**config.mk**
```make
export PLATFORM = sky130hd
export DESIGN_NAME = multi_port_byte_memory
export DESIGN_NICKNAME = d
export VERILOG_FILES = /design/src/rtl/multi_port_byte_memory_pkg.sv /design/src/rtl/multi_port_byte_memory_byte_lane_bank.sv /design/src/rtl/multi_port_byte_memory.sv
export SDC_FILE = /design/constraint.sdc
export NUM_CORES = 2
export LEC_CHECK = 0
export CAP_MARGIN = 20
export CORE_UTILIZATION = 45
export CTS_BUF_LIST = sky130_fd_sc_hd__clkbuf_4
export CTS_CLUSTER_DIAMETER = 120
export DETAILED_ROUTE_END_ITERATION = 10
export GPL_ROUTABILITY_DRIVEN = 1
export PLACE_DENSITY_LB_ADDON = 0.3
export SETUP_SLACK_MARGIN = 0.5
export SYNTH_ARGS = -nofsm -noshare
export SYNTH_HDL_FRONTEND = slang
export SYNTH_HIERARCHICAL = 1
export SYNTH_SLANG_ARGS = --single-unit
```
**constraint.sdc**
```tcl
create_clock -name clock_in -period 4.5 [get_ports clock_in]
set_input_delay 0.9 -clock clock_in [delete_from_list [all_inputs] [get_ports clock_in]]
set_output_delay 0.9 -clock clock_in [all_outputs]
set_load 0.01 [all_outputs]
```
**src/rtl/multi_port_byte_memory_pkg.sv**
```systemverilog
// multi_port_byte_memory_pkg: modes, FSM states and lane helpers for the byte-lane memory
package multi_port_byte_memory_pkg;
  typedef enum logic [1:0] {MEM_WORD = 2'b00, MEM_HALF = 2'b10, MEM_BYTE = 2'b11} mem_mode_t;
  typedef enum logic {CLEAR, RUN} mem_state_t;
  function automatic logic is_aligned(input logic [1:0] mode, input logic [1:0] addr);
    return mode == MEM_BYTE ? 1'b1 : mode == MEM_HALF ? ~addr[0] : addr == 2'b00;
  endfunction
  function automatic logic [3:0] store_lanes(input logic [1:0] mode, input logic [1:0] addr);
    return mode == MEM_BYTE ? 4'b0001 << addr : mode == MEM_HALF ? (addr[1] ? 4'b1100 : 4'b0011) : 4'b1111;
  endfunction
  function automatic logic [31:0] store_data(input logic [1:0] mode, input logic [31:0] data);
    return mode == MEM_BYTE ? {4{data[7:0]}} : mode == MEM_HALF ? {2{data[15:0]}} : data;
  endfunction
  function automatic logic [31:0] extract_load(input logic [31:0] word, input logic [1:0] mode,
                                               input logic [1:0] addr, input logic uns);
    logic [31:0] s;
    logic [15:0] h;
    s = word >> {addr, 3'b000};
    h = addr[1] ? word[31:16] : word[15:0];
    return mode == MEM_BYTE ? {{24{~uns & s[7]}}, s[7:0]} :
           mode == MEM_HALF ? {{16{~uns & h[15]}}, h} : word;
  endfunction
endpackage

```
**src/rtl/multi_port_byte_memory_byte_lane_bank.sv**
```systemverilog
// byte_lane_bank: one 8-bit lane, one write port, registered read ports
module byte_lane_bank #(
  parameter int WW = 6,
  parameter int NUM_READ_PORTS = 2
) (
  input  logic                         clk,
  input  logic                         we,
  input  logic [WW-1:0]                waddr,
  input  logic [7:0]                   wdata,
  input  logic [NUM_READ_PORTS*WW-1:0] raddr,
  output logic [NUM_READ_PORTS*8-1:0]  rdata
);
  logic [7:0] mem [2**WW];
  // write lane and read all ports; reads see pre-write contents
  always_ff @(posedge clk) begin
    if (we) mem[waddr] <= wdata;
    for (int p = 0; p < NUM_READ_PORTS; p++) rdata[8*p +: 8] <= mem[raddr[WW*p +: WW]];
  end
endmodule

```
**src/rtl/multi_port_byte_memory.sv**
```systemverilog
// multi_port_byte_memory: byte-lane memory, one store port, N load ports; MULTI_PORT_BYTE_MEMORY_BYPASS_EN enables write-first forwarding
module multi_port_byte_memory
  import multi_port_byte_memory_pkg::*;
#(
  parameter int ADDRESS_WIDTH = 8,
  parameter int NUM_READ_PORTS = 2
) (
  input  logic                                clock_in,
  input  logic                                reset_in,
  input  logic                                write_in,
  input  logic [1:0]                          write_mode_in,
  input  logic [ADDRESS_WIDTH-1:0]            write_address_in,
  input  logic [31:0]                         write_data_in,
  input  logic [NUM_READ_PORTS-1:0]           read_en_in,
  input  logic [2*NUM_READ_PORTS-1:0]         read_mode_in,
  input  logic [NUM_READ_PORTS-1:0]           read_unsigned_in,
  input  logic [ADDRESS_WIDTH*NUM_READ_PORTS-1:0] read_address_in,
  output logic [32*NUM_READ_PORTS-1:0]        read_data_out,
  output logic [NUM_READ_PORTS-1:0]           read_valid_out,
  output logic [NUM_READ_PORTS-1:0]           read_misaligned_out,
  output logic                                write_misaligned_out,
  output logic                                ready_out
);
  localparam int WW = ADDRESS_WIDTH - 2;
  localparam int NP = NUM_READ_PORTS;
  mem_state_t state_q, state_d;
  logic [WW-1:0] count_q, count_d;
  logic clearing, wr_ok, wmis_q;
  logic [3:0] lanes;
  logic [WW-1:0] bank_waddr;
  logic [31:0] bank_wdata;
  logic [NP*WW-1:0] raddr_w;
  logic [3:0][NP*8-1:0] bank_rd;
  logic [NP-1:0] v_q, mis_q, uns_q, rd_ok;
  logic [NP-1:0][1:0] mode_q, off_q;
  assign clearing = state_q == CLEAR;
  assign wr_ok = ~clearing & write_in & is_aligned(write_mode_in, write_address_in[1:0]);
  assign lanes = clearing ? 4'hf : wr_ok ? store_lanes(write_mode_in, write_address_in[1:0]) : 4'h0;
  assign bank_waddr = clearing ? count_q : write_address_in[ADDRESS_WIDTH-1:2];
  assign bank_wdata = clearing ? 32'h0 : store_data(write_mode_in, write_data_in);
  assign ready_out = ~clearing;
  assign read_valid_out = v_q;
  assign read_misaligned_out = mis_q;
  assign write_misaligned_out = wmis_q;
  // sweep state and clear counter
  always_ff @(posedge clock_in) begin
    if (reset_in) begin
      state_q <= CLEAR;
      count_q <= '0;
    end else begin
      state_q <= state_d;
      count_q <= count_d;
    end
  end
  // clear sweep walks every word once, then stays in RUN
  always_comb begin
    state_d = (clearing && &count_q) ? RUN : state_q;
    count_d = clearing ? count_q + 1'b1 : count_q;
  end
  // per-port word index and alignment check
  always_comb begin
    raddr_w = '0;
    rd_ok = '0;
    for (int p = 0; p < NP; p++) begin
      raddr_w[WW*p +: WW] = read_address_in[ADDRESS_WIDTH*p+2 +: WW];
      rd_ok[p] = is_aligned(read_mode_in[2*p +: 2], read_address_in[ADDRESS_WIDTH*p +: 2]);
    end
  end
  for (genvar k = 0; k < 4; k++) begin : g_bank
    byte_lane_bank #(.WW(WW), .NUM_READ_PORTS(NP)) u_bank (
      .clk(clock_in),
      .we(lanes[k]),
      .waddr(bank_waddr),
      .wdata(bank_wdata[8*k +: 8]),
      .raddr(raddr_w),
      .rdata(bank_rd[k])
    );
  end
  // load status and lane-select context follow the bank read by one cycle
  always_ff @(posedge clock_in) begin
    if (reset_in) begin
      v_q <= '0;
      mis_q <= '0;
      wmis_q <= 1'b0;
    end else begin
      v_q <= {NP{~clearing}} & read_en_in & rd_ok;
      mis_q <= {NP{~clearing}} & read_en_in & ~rd_ok;
      wmis_q <= ~clearing & write_in & ~is_aligned(write_mode_in, write_address_in[1:0]);
    end
    uns_q <= read_unsigned_in;
    for (int p = 0; p < NP; p++) begin
      mode_q[p] <= read_mode_in[2*p +: 2];
      off_q[p] <= read_address_in[ADDRESS_WIDTH*p +: 2];
    end
  end
`ifdef MULTI_PORT_BYTE_MEMORY_BYPASS_EN
  logic [NP-1:0] fwd_q;
  logic [3:0] fl_q;
  logic [31:0] fd_q;
  // remember which lanes a store wrote into the word each port read
  always_ff @(posedge clock_in) begin
    fl_q <= clearing ? 4'h0 : lanes;
    fd_q <= bank_wdata;
    for (int p = 0; p < NP; p++) fwd_q[p] <= raddr_w[WW*p +: WW] == write_address_in[ADDRESS_WIDTH-1:2];
  end
`endif
  // assemble each port's word, merge forwarded lanes, extract and extend
  always_comb begin
    read_data_out = '0;
    for (int p = 0; p < NP; p++) begin
      logic [31:0] w;
      w = '0;
      for (int k = 0; k < 4; k++) begin
        w[8*k +: 8] = bank_rd[k][8*p +: 8];
`ifdef MULTI_PORT_BYTE_MEMORY_BYPASS_EN
        w[8*k +: 8] = (fwd_q[p] & fl_q[k]) ? fd_q[8*k +: 8] : w[8*k +: 8];
`endif
      end
      read_data_out[32*p +: 32] = v_q[p] ? extract_load(w, mode_q[p], off_q[p], uns_q[p]) : 32'h0;
    end
  end
endmodule

```
==> results.cfg <==
[timing]
whs_ps = 147.9
final_hold_viol_count = 0
timing.final.crit_period_ps = 4178
worst_pin_slew_ps = 1025
relSlewSlack = 0.3154
setup_slack_ps = 322.3
final_max_slew_viol_count = 0
rsz0062_at_grt = true
min_period_over_period = 0.9284
fin_skew_ps = 80.78
fmax_ghz = 0.2394
setup_viol = 0

[min_path]
hold_depth = 2
hp-class = input pin to flop

[logic_synthesis]
ys_async_sr_fraction = 0
syn_inst = 5254
ys_top_cells_by_count = 2048 x edfxtp_1, 1094 x mux4_2, 349 x nor2_1
yosys.area.top_type = edfxtp_1
mappedNetlistNets = 5324
ys_types = 60
synth_most_common_cell = edfxtp_1
ys_top_cells_by_area = edfxtp_1 61%, mux4_2 25%, mux2i_1 2.8%, dfxtp_1 1.7%, nor2_1 1.3%
yosys_warnings = 6
synth_edf_count = 2048
synth_top_area_frac = 0.6138
synth_flop_cell = edfxtp_1
syn_area_sq_um = 100200
ys_seq_area_frac = 0.6310
ys_ff_latch = 2134
synth_area_per_cell_sq_um = 19.07

[drt]
route.vias.total = 60870
avgViaCountPerCell = 6.379
ant_nets = 0
drtIter0Drc = 7802
drc = 0
first_pass_iters = 6
avgRoutedWirePerCell_um = 32.23
finalWirelength_um = 307600

[setup_path]
crit_slowest_cell = nor4_4
cp_max_fo = 9
crit_required_ps = 3600
crit_arrival_ps = 3280
crit_chain = buf_12, nand3b_1, buf_12, o221ai_4, buf_12, nor4_4, buf_2
cp_slowest_stage_delay_ps = 570
reg2regPathDepth = 6
crit_path_start_kind = flop
crit_path_frequent_cell = buf_12
cp-end-kind = output port
critPathKind = flop to output port

[place]
portBuffers = 138
gp_congestion = 0.9516
dp_slack_ps = 244.9
hpwlAfterDp_um = 204800

[finish]
syn_to_final_growth_pct = 15.89
drive_above_1_share = 0.4155
nFillCells = 17580
finalNetCount = 6226
fin_util = 0.5269

[floorplan]
io_pins = 139
row_count = 172
die_h_um = 473.9
die_w_um = 473.9
die_area_sq_um = 224500
coreArea_sq_um = 220400
initial_core_util = 0.4547

[clock_tree]
clk_pin_slew_ps = 60
cts_buffers = 573
cts-root-buf = clkbuf_4
clock_latency_ps = 1420
htreeDepth = 6
cts_sinks = 2134
cts_buffer_depth = 4
cts_tree = built

[global_routing]
grt_pass1_wl_um = 439700
antenna_found_initial = 21
first_global_vias = 62470
track_usage = 0.2753
grt-ovfl-total = 0
grt_max_degree = 65

[pwr]
powerDensity_nw_per_um2 = 362.6
peakVddDrop_mv = 0.3067
leakage_nw = 40.28

[flow_run]
cap_viol_max_count = 0

[status]
status = complete, no violations
## area by class of cell
cell class	instances	area, sq um	area share
Clock buffer	812	6096	0.05250
Timing Repair Buffer	737	6684	0.05756
Clock inverter	149	710.7	0.006121
Sequential cell	2134	63290	0.5451
Multi-Input combinational cell	2692	35450	0.3053
Antenna cell	42	105.1	0.0009052
Inverter	18	75.07	0.0006466
Tap cell	2958	3701	0.03188
## placed cells by master, fill, tap and decap left out, types with 56 or more instances in the layout
| cell type | Yosys | routed |
|---|---|---|
| mux4_2 | 1094 | 1094 |
| a22oi_1 | 56 | 56 |
| buf_12 | 0 | 67 |
| o21ai_0 | 104 | 102 |
| o22ai_1 | 104 | 104 |
| clkinv_1 | 0 | 108 |
| clkbuf_4 | 0 | 812 |
| nand3_1 | 82 | 81 |
| edfxtp_1 | 2048 | 2048 |
| clkdlybuf4s50_1 | 0 | 61 |
| nand2_1 | 147 | 143 |
| nor2_1 | 349 | 347 |
| buf_4 | 54 | 514 |
| mux2i_1 | 283 | 283 |
## metal layers
layer	part of all wire	GRT usage	vias to the layer above
li1	-	-	24720
met1	0.35	0.3421	31760
met2	0.48	0.4324	3633
met3	0.096	0.06303	753
met4	0.069	0.1843	8
met5	0.00022	0	-
## through the flow
step	instance area, sq um	TNS, ps	std cells	power (mW)
6_report	116100	0	9542	42.10
3_3_place_gp	108200	-10860	8479	25.78
3_5_place_dp	108200	0	8479	25.80
5_1_grt	116100	0	9537	43.53
2_1_floorplan	100200	0	5254	24.36
4_1_cts	115900	0	9489	42.36
## repair_timing
item                                    4_1_cts  5_1_grt
gates resized for setup                     296       11
endpoints found under the hold margin        15        0
hold buffers                                 13        0
pin swaps                                    18        7
setup buffers                                31       11
gates cloned                                  5        0
endpoints found under the setup margin       64       11
## cells by family (layout without fill, tap and decap cells)
kind of cell / Yosys count / after routing / synth area share
XOR/XNOR: 7 / 7 / 0.0006119
adder cells (fa/ha/maj): 1 / 1 / 0.0001249
AO/OA/AOI/OAI: 527 / 529 / 0.03646
buffers and inverters: 431 / 1716 / 0.02148
multiplexers: 1395 / 1395 / 0.2763
other: 0 / 42 / 0
flip-flops: 2134 / 2134 / 0.6310
AND/OR/NAND/NOR: 759 / 760 / 0.03400
## worst max-delay path, delay by kind of cell, from the launching register on
family | cells | cell delay, ps
compound gates | 1 | 130
buf+inv | 4 | 690
simple gates | 2 | 700
flops | 1 | 330
## final timing paths
path / start / end / slack [ps]
worst min-delay path: write_in / write_misaligned_out$_SDFF_PP0_ / 150
worst max-delay path: mode_q[1]$_DFF_P_ / read_data_out[18] / 320
worst min register to register: count_q[5]$_SDFFE_PP0N_ / count_q[5]$_SDFFE_PP0N_ / 530
worst max register to register: ready_out$_SDFFE_PP0P_ / g_bank[3].u_bank/mem[45][3]$_DFFE_PP_ / 940
## power breakdown
group	leakage (nW)	switching [mW]	internal [mW]	total, mW
combinational	15.2	2.11	1.56	3.67
clock	4.09	8.06	8.51	16.6
sequential	21.0	0.235	21.6	21.9
total	40.3	10.4	31.7	42.1
## flip-flops by register name (all words and copies together) (netlist names), 2 cells and up
name,cells
read_valid_out,2
g_bank.u_bank/mem,2048
read_misaligned_out,2
off_q,4
g_bank.u_bank/rdata,64
count_q,6
mode_q,4
uns_q,2
(Power assumes the default switching activity.)
